<file path="config.mk">
export PLATFORM = sky130hd
export DESIGN_NAME = uart_apb_sequencer
export DESIGN_NICKNAME = d
export VERILOG_FILES = /design/src/rtl/uart_apb_pkg.sv /design/src/rtl/uart_apb_xfer.sv /design/src/rtl/uart_apb_sequencer.sv
export SDC_FILE = /design/constraint.sdc
export NUM_CORES = 1
export LEC_CHECK = 0
export ABC_CLOCK_PERIOD_IN_PS = 3150
export CAP_MARGIN = 20
export CORE_MARGIN = 2
export CORE_UTILIZATION = 53
export DETAILED_ROUTE_END_ITERATION = 8
export GPL_TIMING_DRIVEN = 1
export PLACE_DENSITY = 0.84
export SYNTH_ARGS = -nofsm -noshare
export SYNTH_HDL_FRONTEND = slang
export SYNTH_SLANG_ARGS = --single-unit
export TNS_END_PERCENT = 50
</file>
<file path="constraint.sdc">
create_clock -name PCLK -period 3.15 [get_ports PCLK]
set_clock_uncertainty 0.1 [all_clocks]
set_input_delay 0.4725 -clock PCLK [delete_from_list [all_inputs] [get_ports PCLK]]
set_output_delay 0.4725 -clock PCLK [all_outputs]
set_load 0.02 [all_outputs]
</file>
<file path="src/rtl/uart_apb_pkg.sv">
// Shared definitions for the APB UART sequencer: register offsets, STATUS bit
// positions, FSM state encodings and register-image helpers.
package uart_apb_pkg;

   localparam logic [4:0] ADDR_TXDATA = 5'h00;
   localparam logic [4:0] ADDR_RXDATA = 5'h04;
   localparam logic [4:0] ADDR_CTRL1  = 5'h08;
   localparam logic [4:0] ADDR_CTRL2  = 5'h0C;
   localparam logic [4:0] ADDR_STATUS = 5'h10;
   localparam logic [4:0] ADDR_CTRL3  = 5'h14;

   localparam int ST_TXRDY = 0;
   localparam int ST_RXRDY = 1;
   localparam int ST_PE    = 2;
   localparam int ST_OVF   = 3;
   localparam int ST_FE    = 4;

   typedef enum logic [2:0] {
      S_CFG1,
      S_CFG2,
      S_CFG3,
      S_POLL,
      S_RXRD,
      S_TXWR,
      S_GAP
   } seq_state_t;

   typedef enum logic [1:0] {
      X_IDLE,
      X_SETUP,
      X_ACCESS
   } xfer_state_t;

   // mode is {odd, par_en, bit8}
   function automatic logic [7:0] ctrl2_value(input logic [12:0] baud, input logic [2:0] mode);
      return {baud[12:8], mode};
   endfunction

   function automatic logic [7:0] ctrl3_value(input logic [2:0] frac);
      return {5'b0, frac};
   endfunction

endpackage

</file>
<file path="src/rtl/uart_apb_xfer.sv">
// Single-transfer APB master: a start in IDLE launches one SETUP/ACCESS
// transfer; done is high in the ACCESS cycle where PREADY is seen.
module uart_apb_xfer
   import uart_apb_pkg::*;
(
   input  logic       PCLK,
   input  logic       PRESET,
   input  logic       start,
   input  logic [4:0] addr,
   input  logic       wr,
   input  logic [7:0] wdata,
   output logic       done,
   output logic [7:0] rdata,
   output logic       slverr,
   output logic [4:0] PADDR,
   output logic       PSEL,
   output logic       PENABLE,
   output logic       PWRITE,
   output logic [7:0] PWDATA,
   input  logic [7:0] PRDATA,
   input  logic       PREADY,
   input  logic       PSLVERR
);

   xfer_state_t state_reg, state_next;
   logic [4:0]  addr_reg;
   logic        wr_reg;
   logic [7:0]  wdata_reg;

   always_ff @(posedge PCLK) begin
      if (PRESET) begin
         state_reg <= X_IDLE;
         addr_reg  <= '0;
         wr_reg    <= 1'b0;
         wdata_reg <= '0;
      end else begin
         state_reg <= state_next;
         // Request fields are captured once so the bus stays stable for the whole transfer
         if (state_reg == X_IDLE && start) begin
            addr_reg  <= addr;
            wr_reg    <= wr;
            wdata_reg <= wdata;
         end
      end
   end

   always_comb begin
      state_next = state_reg;
      case (state_reg)
         X_IDLE:   if (start) state_next = X_SETUP;
         X_SETUP:  state_next = X_ACCESS;
         X_ACCESS: if (PREADY) state_next = X_IDLE;
         default:  state_next = X_IDLE;
      endcase
   end

   assign PSEL    = (state_reg != X_IDLE);
   assign PENABLE = (state_reg == X_ACCESS);
   assign PADDR   = addr_reg;
   assign PWRITE  = wr_reg;
   assign PWDATA  = wdata_reg;
   assign done    = PENABLE && PREADY;
   assign rdata   = PRDATA;
   assign slverr  = done && PSLVERR;

endmodule

</file>
<file path="src/rtl/uart_apb_sequencer.sv">
// APB master that configures the byte UART and then shuttles bytes between
// the UART and a pair of fabric streams, collecting sticky error flags.
module uart_apb_sequencer
   import uart_apb_pkg::*;
#(
   parameter logic [12:0] BAUD_VALUE = 13'd0,
   parameter logic [2:0]  BAUD_FRAC  = 3'd0,
   parameter bit          FRAC_EN    = 1'b0,
   parameter bit          BIT8       = 1'b1,
   parameter bit          PARITY_EN  = 1'b0,
   parameter bit          ODD_N_EVEN = 1'b0,
   parameter int          GAP_CYCLES = 2
)(
   input  logic        PCLK,
   input  logic        PRESET,
   input  logic        cfg_load,
   input  logic [12:0] cfg_baud,
   input  logic [2:0]  cfg_frac,
   input  logic [2:0]  cfg_mode,
   output logic        cfg_busy,
   input  logic [7:0]  tx_data,
   input  logic        tx_valid,
   output logic        tx_ready,
   output logic [7:0]  rx_data,
   output logic        rx_valid,
   input  logic        rx_ready,
   output logic [3:0]  err_flags,
   input  logic        err_clr,
   output logic [4:0]  PADDR,
   output logic        PSEL,
   output logic        PENABLE,
   output logic        PWRITE,
   output logic [7:0]  PWDATA,
   input  logic [7:0]  PRDATA,
   input  logic        PREADY,
   input  logic        PSLVERR
);

   localparam logic [2:0] MODE_INIT = {ODD_N_EVEN, PARITY_EN, BIT8};
   localparam logic [3:0] GAP_LOAD  = 4'(GAP_CYCLES - 1);

   seq_state_t  state_reg, state_next;
   logic        issued_reg, issued_next;
   logic [3:0]  gap_cnt_reg, gap_cnt_next;
   logic        rr_reg, rr_next;
   logic        rx_full_reg, rx_full_next;
   logic [7:0]  rx_data_reg;
   logic [3:0]  err_reg, err_next;
   logic        cfg_pending_reg, cfg_pending_next;
   logic        cfg_busy_reg, cfg_busy_next;
   logic [12:0] baud_reg, baud_shadow_reg;
   logic [2:0]  frac_reg, frac_shadow_reg;
   logic [2:0]  mode_reg, mode_shadow_reg;

   logic        xfer_start;
   logic [4:0]  xfer_addr;
   logic        xfer_wr;
   logic [7:0]  xfer_wdata;
   logic        xfer_done;
   logic [7:0]  xfer_rdata;
   logic        xfer_slverr;

   logic        apply_cfg;
   logic        rx_fill;
   logic        status_done;
   logic        rx_elig;
   logic        tx_elig;
   logic [2:0]  status_err;

   uart_apb_xfer u_xfer (
      .PCLK    (PCLK),
      .PRESET  (PRESET),
      .start   (xfer_start),
      .addr    (xfer_addr),
      .wr      (xfer_wr),
      .wdata   (xfer_wdata),
      .done    (xfer_done),
      .rdata   (xfer_rdata),
      .slverr  (xfer_slverr),
      .PADDR   (PADDR),
      .PSEL    (PSEL),
      .PENABLE (PENABLE),
      .PWRITE  (PWRITE),
      .PWDATA  (PWDATA),
      .PRDATA  (PRDATA),
      .PREADY  (PREADY),
      .PSLVERR (PSLVERR)
   );

   always_ff @(posedge PCLK) begin
      if (PRESET) begin
         state_reg       <= S_CFG1;
         issued_reg      <= 1'b0;
         gap_cnt_reg     <= '0;
         rr_reg          <= 1'b0;
         rx_full_reg     <= 1'b0;
         rx_data_reg     <= '0;
         err_reg         <= '0;
         cfg_pending_reg <= 1'b0;
         cfg_busy_reg    <= 1'b1;
         baud_reg        <= BAUD_VALUE;
         frac_reg        <= BAUD_FRAC;
         mode_reg        <= MODE_INIT;
         baud_shadow_reg <= BAUD_VALUE;
         frac_shadow_reg <= BAUD_FRAC;
         mode_shadow_reg <= MODE_INIT;
      end else begin
         state_reg       <= state_next;
         issued_reg      <= issued_next;
         gap_cnt_reg     <= gap_cnt_next;
         rr_reg          <= rr_next;
         rx_full_reg     <= rx_full_next;
         err_reg         <= err_next;
         cfg_pending_reg <= cfg_pending_next;
         cfg_busy_reg    <= cfg_busy_next;
         if (rx_fill) begin
            rx_data_reg <= xfer_rdata;
         end
         if (cfg_load) begin
            baud_shadow_reg <= cfg_baud;
            frac_shadow_reg <= cfg_frac;
            mode_shadow_reg <= cfg_mode;
         end
         if (apply_cfg) begin
            baud_reg <= baud_shadow_reg;
            frac_reg <= frac_shadow_reg;
            mode_reg <= mode_shadow_reg;
         end
      end
   end

   assign rx_elig = xfer_rdata[ST_RXRDY] && !rx_full_reg;
   assign tx_elig = xfer_rdata[ST_TXRDY] && tx_valid;

   always_comb begin
      state_next   = state_reg;
      gap_cnt_next = gap_cnt_reg;
      rr_next      = rr_reg;
      xfer_start   = 1'b0;
      xfer_addr    = ADDR_STATUS;
      xfer_wr      = 1'b0;
      xfer_wdata   = '0;
      apply_cfg    = 1'b0;
      rx_fill      = 1'b0;
      status_done  = 1'b0;
      tx_ready     = 1'b0;
      case (state_reg)
         S_CFG1: begin
            xfer_start = !issued_reg;
            xfer_addr  = ADDR_CTRL1;
            xfer_wr    = 1'b1;
            xfer_wdata = baud_reg[7:0];
            if (xfer_done) state_next = S_CFG2;
         end
         S_CFG2: begin
            xfer_start = !issued_reg;
            xfer_addr  = ADDR_CTRL2;
            xfer_wr    = 1'b1;
            xfer_wdata = ctrl2_value(baud_reg, mode_reg);
            if (xfer_done) state_next = FRAC_EN ? S_CFG3 : S_POLL;
         end
         S_CFG3: begin
            xfer_start = !issued_reg;
            xfer_addr  = ADDR_CTRL3;
            xfer_wr    = 1'b1;
            xfer_wdata = ctrl3_value(frac_reg);
            if (xfer_done) state_next = S_POLL;
         end
         S_POLL: begin
            xfer_start  = !issued_reg;
            status_done = xfer_done;
            if (xfer_done) begin
               // A queued reconfiguration beats both data directions
               if (cfg_pending_reg) begin
                  apply_cfg  = 1'b1;
                  state_next = S_CFG1;
               end else if (rx_elig && (!tx_elig || !rr_reg)) begin
                  state_next = S_RXRD;
               end else if (tx_elig) begin
                  state_next = S_TXWR;
               end
            end
         end
         S_RXRD: begin
            xfer_start = !issued_reg;
            xfer_addr  = ADDR_RXDATA;
            if (xfer_done) begin
               rx_fill      = 1'b1;
               rr_next      = !rr_reg;
               gap_cnt_next = GAP_LOAD;
               state_next   = S_GAP;
            end
         end
         S_TXWR: begin
            xfer_start = !issued_reg;
            xfer_addr  = ADDR_TXDATA;
            xfer_wr    = 1'b1;
            xfer_wdata = tx_data;
            tx_ready   = xfer_done;
            if (xfer_done) begin
               rr_next      = !rr_reg;
               gap_cnt_next = GAP_LOAD;
               state_next   = S_GAP;
            end
         end
         S_GAP: begin
            // The last gap cycle launches the STATUS poll, so the bus idles exactly GAP_CYCLES
            if (gap_cnt_reg == 4'd0) begin
               xfer_start = 1'b1;
               state_next = S_POLL;
            end else begin
               gap_cnt_next = gap_cnt_reg - 4'd1;
            end
         end
         default: state_next = S_CFG1;
      endcase
   end

   assign issued_next = xfer_done ? 1'b0 : (issued_reg || xfer_start);

   assign status_err   = status_done ? {xfer_rdata[ST_FE], xfer_rdata[ST_OVF], xfer_rdata[ST_PE]} : 3'b0;
   assign err_next     = (err_clr ? 4'b0 : err_reg) | {xfer_slverr, status_err};
   assign rx_full_next = rx_fill || (rx_full_reg && !rx_ready);

   assign cfg_pending_next = cfg_load || (cfg_pending_reg && !apply_cfg);
   assign cfg_busy_next    = cfg_pending_next || (state_next == S_CFG1) ||
                             (state_next == S_CFG2) || (state_next == S_CFG3);

   assign cfg_busy  = cfg_busy_reg;
   assign rx_valid  = rx_full_reg;
   assign rx_data   = rx_data_reg;
   assign err_flags = err_reg;

endmodule

</file>
After elaboration in Yosys (flattened, before gate mapping) --
Cells that the tools add are included.
Word-level totals: word-level logic and storage cells 99, input bits 43, flip-flop bits (word level) 78, output and inout port bits 31
Cells by class: equality and inequality tests 14, mux-type cells 29, add/subtract/negate cells 1, bitwise operators 1, reduce and logical (&&, ||, !) cells 35
Operators by type and width (count):
- case mux 8 bit (4 select lines) | 1
- 2-to-1 mux 3 bit | 9
- case mux 5 bit (5 select lines) | 1
- case mux 3 bit (5 select lines) | 1
- 2-to-1 mux 4 bit | 3
- equality test 3 x 2 -> 1 bit (second input constant) | 3
- equality test 3 bit (second input constant) | 3
- 2-to-1 mux 1 bit | 9
- logical AND 1 bit | 8
- case mux 4 bit (2 select lines) | 1
- logical OR 1 bit | 7
- equality test 3 x 1 -> 1 bit (second input constant) | 2
- zero test 1 bit | 6
- zero test 3 bit | 2
- case mux 2 bit (3 select lines) | 1
- OR reduction 2 bit | 3
- OR reduction 6 bit | 1
- zero test 4 bit | 1
- 2-to-1 mux 2 bit | 2
- != test 2 x 1 -> 1 bit (second input constant) | 2
- != test 2 bit (second input constant) | 2
- OR 4 bit | 1
- AND reduction 2 bit | 2
- nonzero test 2 bit | 2
- 7 further kinds | 7

Logic depth before layout (Yosys ltp) --
depth after elaboration 12, mapped depth 8, mapped depth without buffers 7

Modules after synthesis --
From an unflattened synthesis, not the netlist that was laid out.
Unflattened totals: cell total of the unflattened synthesis 411, area, all modules 3510.9 sq um
Modules (own cells, without submodules):
- uart_apb_sequencer | cells each 332, instances 1, seq. area each 1241.2 sq um, area each 2713.9 sq um
- uart_apb_xfer | cells each 79, instances 1, seq. area each 320.3 sq um, area each 797.0 sq um

Least setup slack after synthesis --
OpenSTA, ideal clock, no wires.
path type input port to output port, from input PREADY, to output tx_ready, cell stages on the path 5, path slack 1.291 ns, buffers on the path 2, data required time 2.577 ns, arrival 1.286 ns, cell sequence and3b_1 buf_6 and3b_1 buf_4 and2_1
On the way: longest elaborated chain between the ends 2
Ends and longest elaborated chain:
- start: declaration | RTL line uart_apb_sequencer.sv:35 | input logic PREADY,
- logical AND 1 bit | RTL line uart_apb_xfer.sv:62 | assign done = PENABLE && PREADY;
- 2-to-1 mux 1 bit | RTL line uart_apb_sequencer.sv:147 | case (state_reg)
- end: declaration | RTL line uart_apb_sequencer.sv:23 | output logic tx_ready,
No other way between the ends.

Worst setup path after layout --
Same ends and word-level chain as after synthesis.

==> results.yml <==
detailed_routing:
  routed_wl_um: 6920
  drc_errors: 0
  detail-route-antenna-nets: 0
  drt_pre_antenna_iters: 5
  wl_per_cell_um: 13.9
  avgViaCountPerCell: 5.33
  drt-initial-drc-count: 234
  vias: 2644
power_and_ir_drop:
  power_density_mw_per_mm2: 482
  ir_worst_vdd_mv: 0.316
  p_leak_nw: 1.58
critical_path:
  critPathTopFamily: "buffers and inverters"
  r2r-start: "gap_cnt_reg[0]"
  cp_slowest_stage_delay_ns: 0.61
  arrival_ns: 2.25
  cp_cell_sequence: "clkdlybuf4s50_1 -> and3b_1 -> and3b_1 -> and2_1 -> clkdlybuf4s50_1"
  crit_buf_inv: 2
  r2r-end: "u_xfer.PWDATA[5]"
  cpMaxStageDelayCell: "clkdlybuf4s50_1"
  critPathMaxFanout: 6
  r2r_cells: 7
  critPathLaunchType: "input pin"
  path_class: "input pin to output port"
  cp-end-kind: "output port"
  crit_required_ns: 2.58
  reg2reg_slack_ns: 0.99
global_route:
  grt_pass1_vias: 2547
  overflow: 0
  antenna_found_initial: 0
  grt.total_usage: 0.227
  grt_pass1_wl_um: 11600
  grt_max_degree: 65
clock_tree:
  numCtsBuffers: 9
  cts_root_buf: "clkbuf_8"
  cts_tree: "built"
  post_cts_resized: 0
  clk_pin_slew_ns: 0.07
  holdBufCountCts: 0
  post_cts_buffers: 0
  insertion_delay_ns: 0.35
  h-tree-depth: 3
  cts.sinks: 76
  clock_path_buffers: 2
yosys:
  synthAdderAreaFrac: 0.00391
  yosys.area_share.xor_xnor: 0.0109
  muxShareOfSynthArea: 0.116
  synth_edf_count: 0
  yosysWarnings: 0
  synth-seq-cells: 76
  synth_top_family_by_area: "simple AND/OR/NAND/NOR gates"
  synth-seq-area-share: 0.475
  synthCells: 357
  ys.flop_type: "dfxtp_1"
  synth_compound_area_frac: 0.129
  synth_simple_gate_area_frac: 0.206
  avgSynthCellArea_um2: 8.97
  syn_area_mm2: 0.00320
  ys_types: 45
  async_flop_share: 0
hold_path:
  hold_depth: 2
  hold_class: "input pin to flip-flop"
  hp-start: "PRESET"
  holdPathEnd: "u_xfer.state_reg[1]"
placement:
  dpl.hpwl_um: 4760
  placed_cell_area_mm2: 0.00389
  routabilityCongestion: 0.782
  io_buffers: 71
cells_and_area:
  area_growth_pct: 28.3
  num_antenna_cells: 0
  layout-drive-gt1-share: 0.0736
  nets: 460
  fillers: 469
  fin_area_mm2: 0.00411
status:
  status: "completed"
timing:
  grt_setup_unrepaired: "no"
  tightest_slew_ns: 0.892
  hold_slack_ns: 0.296
  fin_setup_tns_ns: 0
  timing.fmax_ghz: 0.355
  finalMaxSlewViolations: 0
  slew_headroom: 0.405
  min_period_over_period: 0.895
  finalSetupViolCount: 0
  period_needed_ns: 2.82
  hold_violations: 0
die:
  die_y_um: 81.7
  io_pins: 74
  die_area_mm2: 0.00668
  fp-row-count: 28
  start_util: 0.544
  die_w_um: 81.7
  core_area_mm2: 0.00589
run:
  cap_violations: 0
==> metrics by stage <==
| stage | cells | power [mW] | utilization | worst slack (ns) |
|---|---|---|---|---|
| 2_1_floorplan | 358 | 1.12 | - | 1.29 |
| 4_1_cts | 496 | 1.99 | 0.698 | 0.315 |
| 5_1_grt | 496 | 2.05 | 0.698 | 0.255 |
| 3_3_place_gp | 480 | 1.19 | 0.661 | 0.410 |
| 6_report | 496 | 1.98 | 0.698 | 0.331 |
| 3_5_place_dp | 480 | 1.20 | 0.661 | 0.380 |
==> layout by cell type (no fill, tap or decap), types with 2 or more instances in the layout <==
master	netlist	final
a211o_1	2	2
a21o_1	3	3
a21oi_1	37	37
a22o_1	5	5
a2bb2oi_1	3	3
a311oi_1	2	2
and2_1	2	2
and3b_1	2	2
buf_4	5	7
bufinv_16	0	2
clkbuf_8	0	10
clkdlybuf4s50_1	0	70
clkinv_2	0	3
conb_1	1	2
dfxtp_1	76	76
inv_1	5	5
mux2i_1	37	37
nand2_1	30	30
nand2b_1	2	2
nand3_1	20	20
nand3b_1	2	2
nor2_1	48	48
nor2b_1	11	11
nor3_1	6	6
nor3b_1	2	2
o21ai_0	7	7
o2bb2ai_1	3	3
xnor2_1	2	2
xor2_1	2	2
==> cells in the mapped netlist (all sizes together), types with 2 or more instances <==
cell type  count  area [um^2]
a211o          2         17.5
a21o           3         22.5
a21oi         37          185
a22o           5         43.8
a2bb2oi        3         26.3
a311oi         2         17.5
and2           2         12.5
and3b          2         17.5
buf           24          141
clkbuf         7         26.3
dfxtp         76         1520
inv            5         18.8
mux2i         37          370
nand2         31          124
nand2b         2         12.5
nand3         20          100
nand3b         2         15.0
nor2          50          198
nor2b         12         82.6
nor3           7         40.0
nor3b          2         15.0
o21ai          7         35.0
o2bb2ai        3         26.3
xnor2          2         17.5
xor2           2         17.5
==> how the worst max path moves through the flow <==
stage,from,end,slack [ns],depth (start not counted)
after floorplan,PREADY,tx_ready,1.29,5
after global placement,PREADY,tx_ready,0.41,5
after detailed placement,PREADY,tx_ready,0.38,5
after CTS,PREADY,tx_ready,0.31,5
after global routing,PREADY,tx_ready,0.26,5
final,PREADY,tx_ready,0.33,5
==> report_power, final <==
group	internal (mW)	switching, mW
combinational	0.0933	0.0776
clock	0.464	0.340
sequential	0.983	0.0223
==> cell type report <==
type / count / area (um^2) / share of cell area
Sequential cell: 76 / 1520 / 0.371
Multi-Input combinational cell: 246 / 1500 / 0.365
Timing Repair Buffer: 78 / 758 / 0.185
Clock buffer: 11 / 141 / 0.0344
Tap cell: 75 / 93.8 / 0.0229
Clock inverter: 5 / 75.1 / 0.0183
Inverter: 5 / 18.8 / 0.00457
==> cells by family (layout without fill, tap and decap cells) <==
family          count (synthesis)  count (layout)
xor+xnor                        4               4
mux                            37              37
flops                          76              76
buf+inv                        36              99
simple gates                  135             135
fa+ha+maj                       1               1
other cells                     1               2
compound gates                 67              67
==> metal layers <==
layer	GRT usage	wire length, um
met1	0.290	3140
met2	0.369	3280
met3	0.0516	366
met4	0.0950	129
met5	0	0
(Power assumes the default switching activity.)
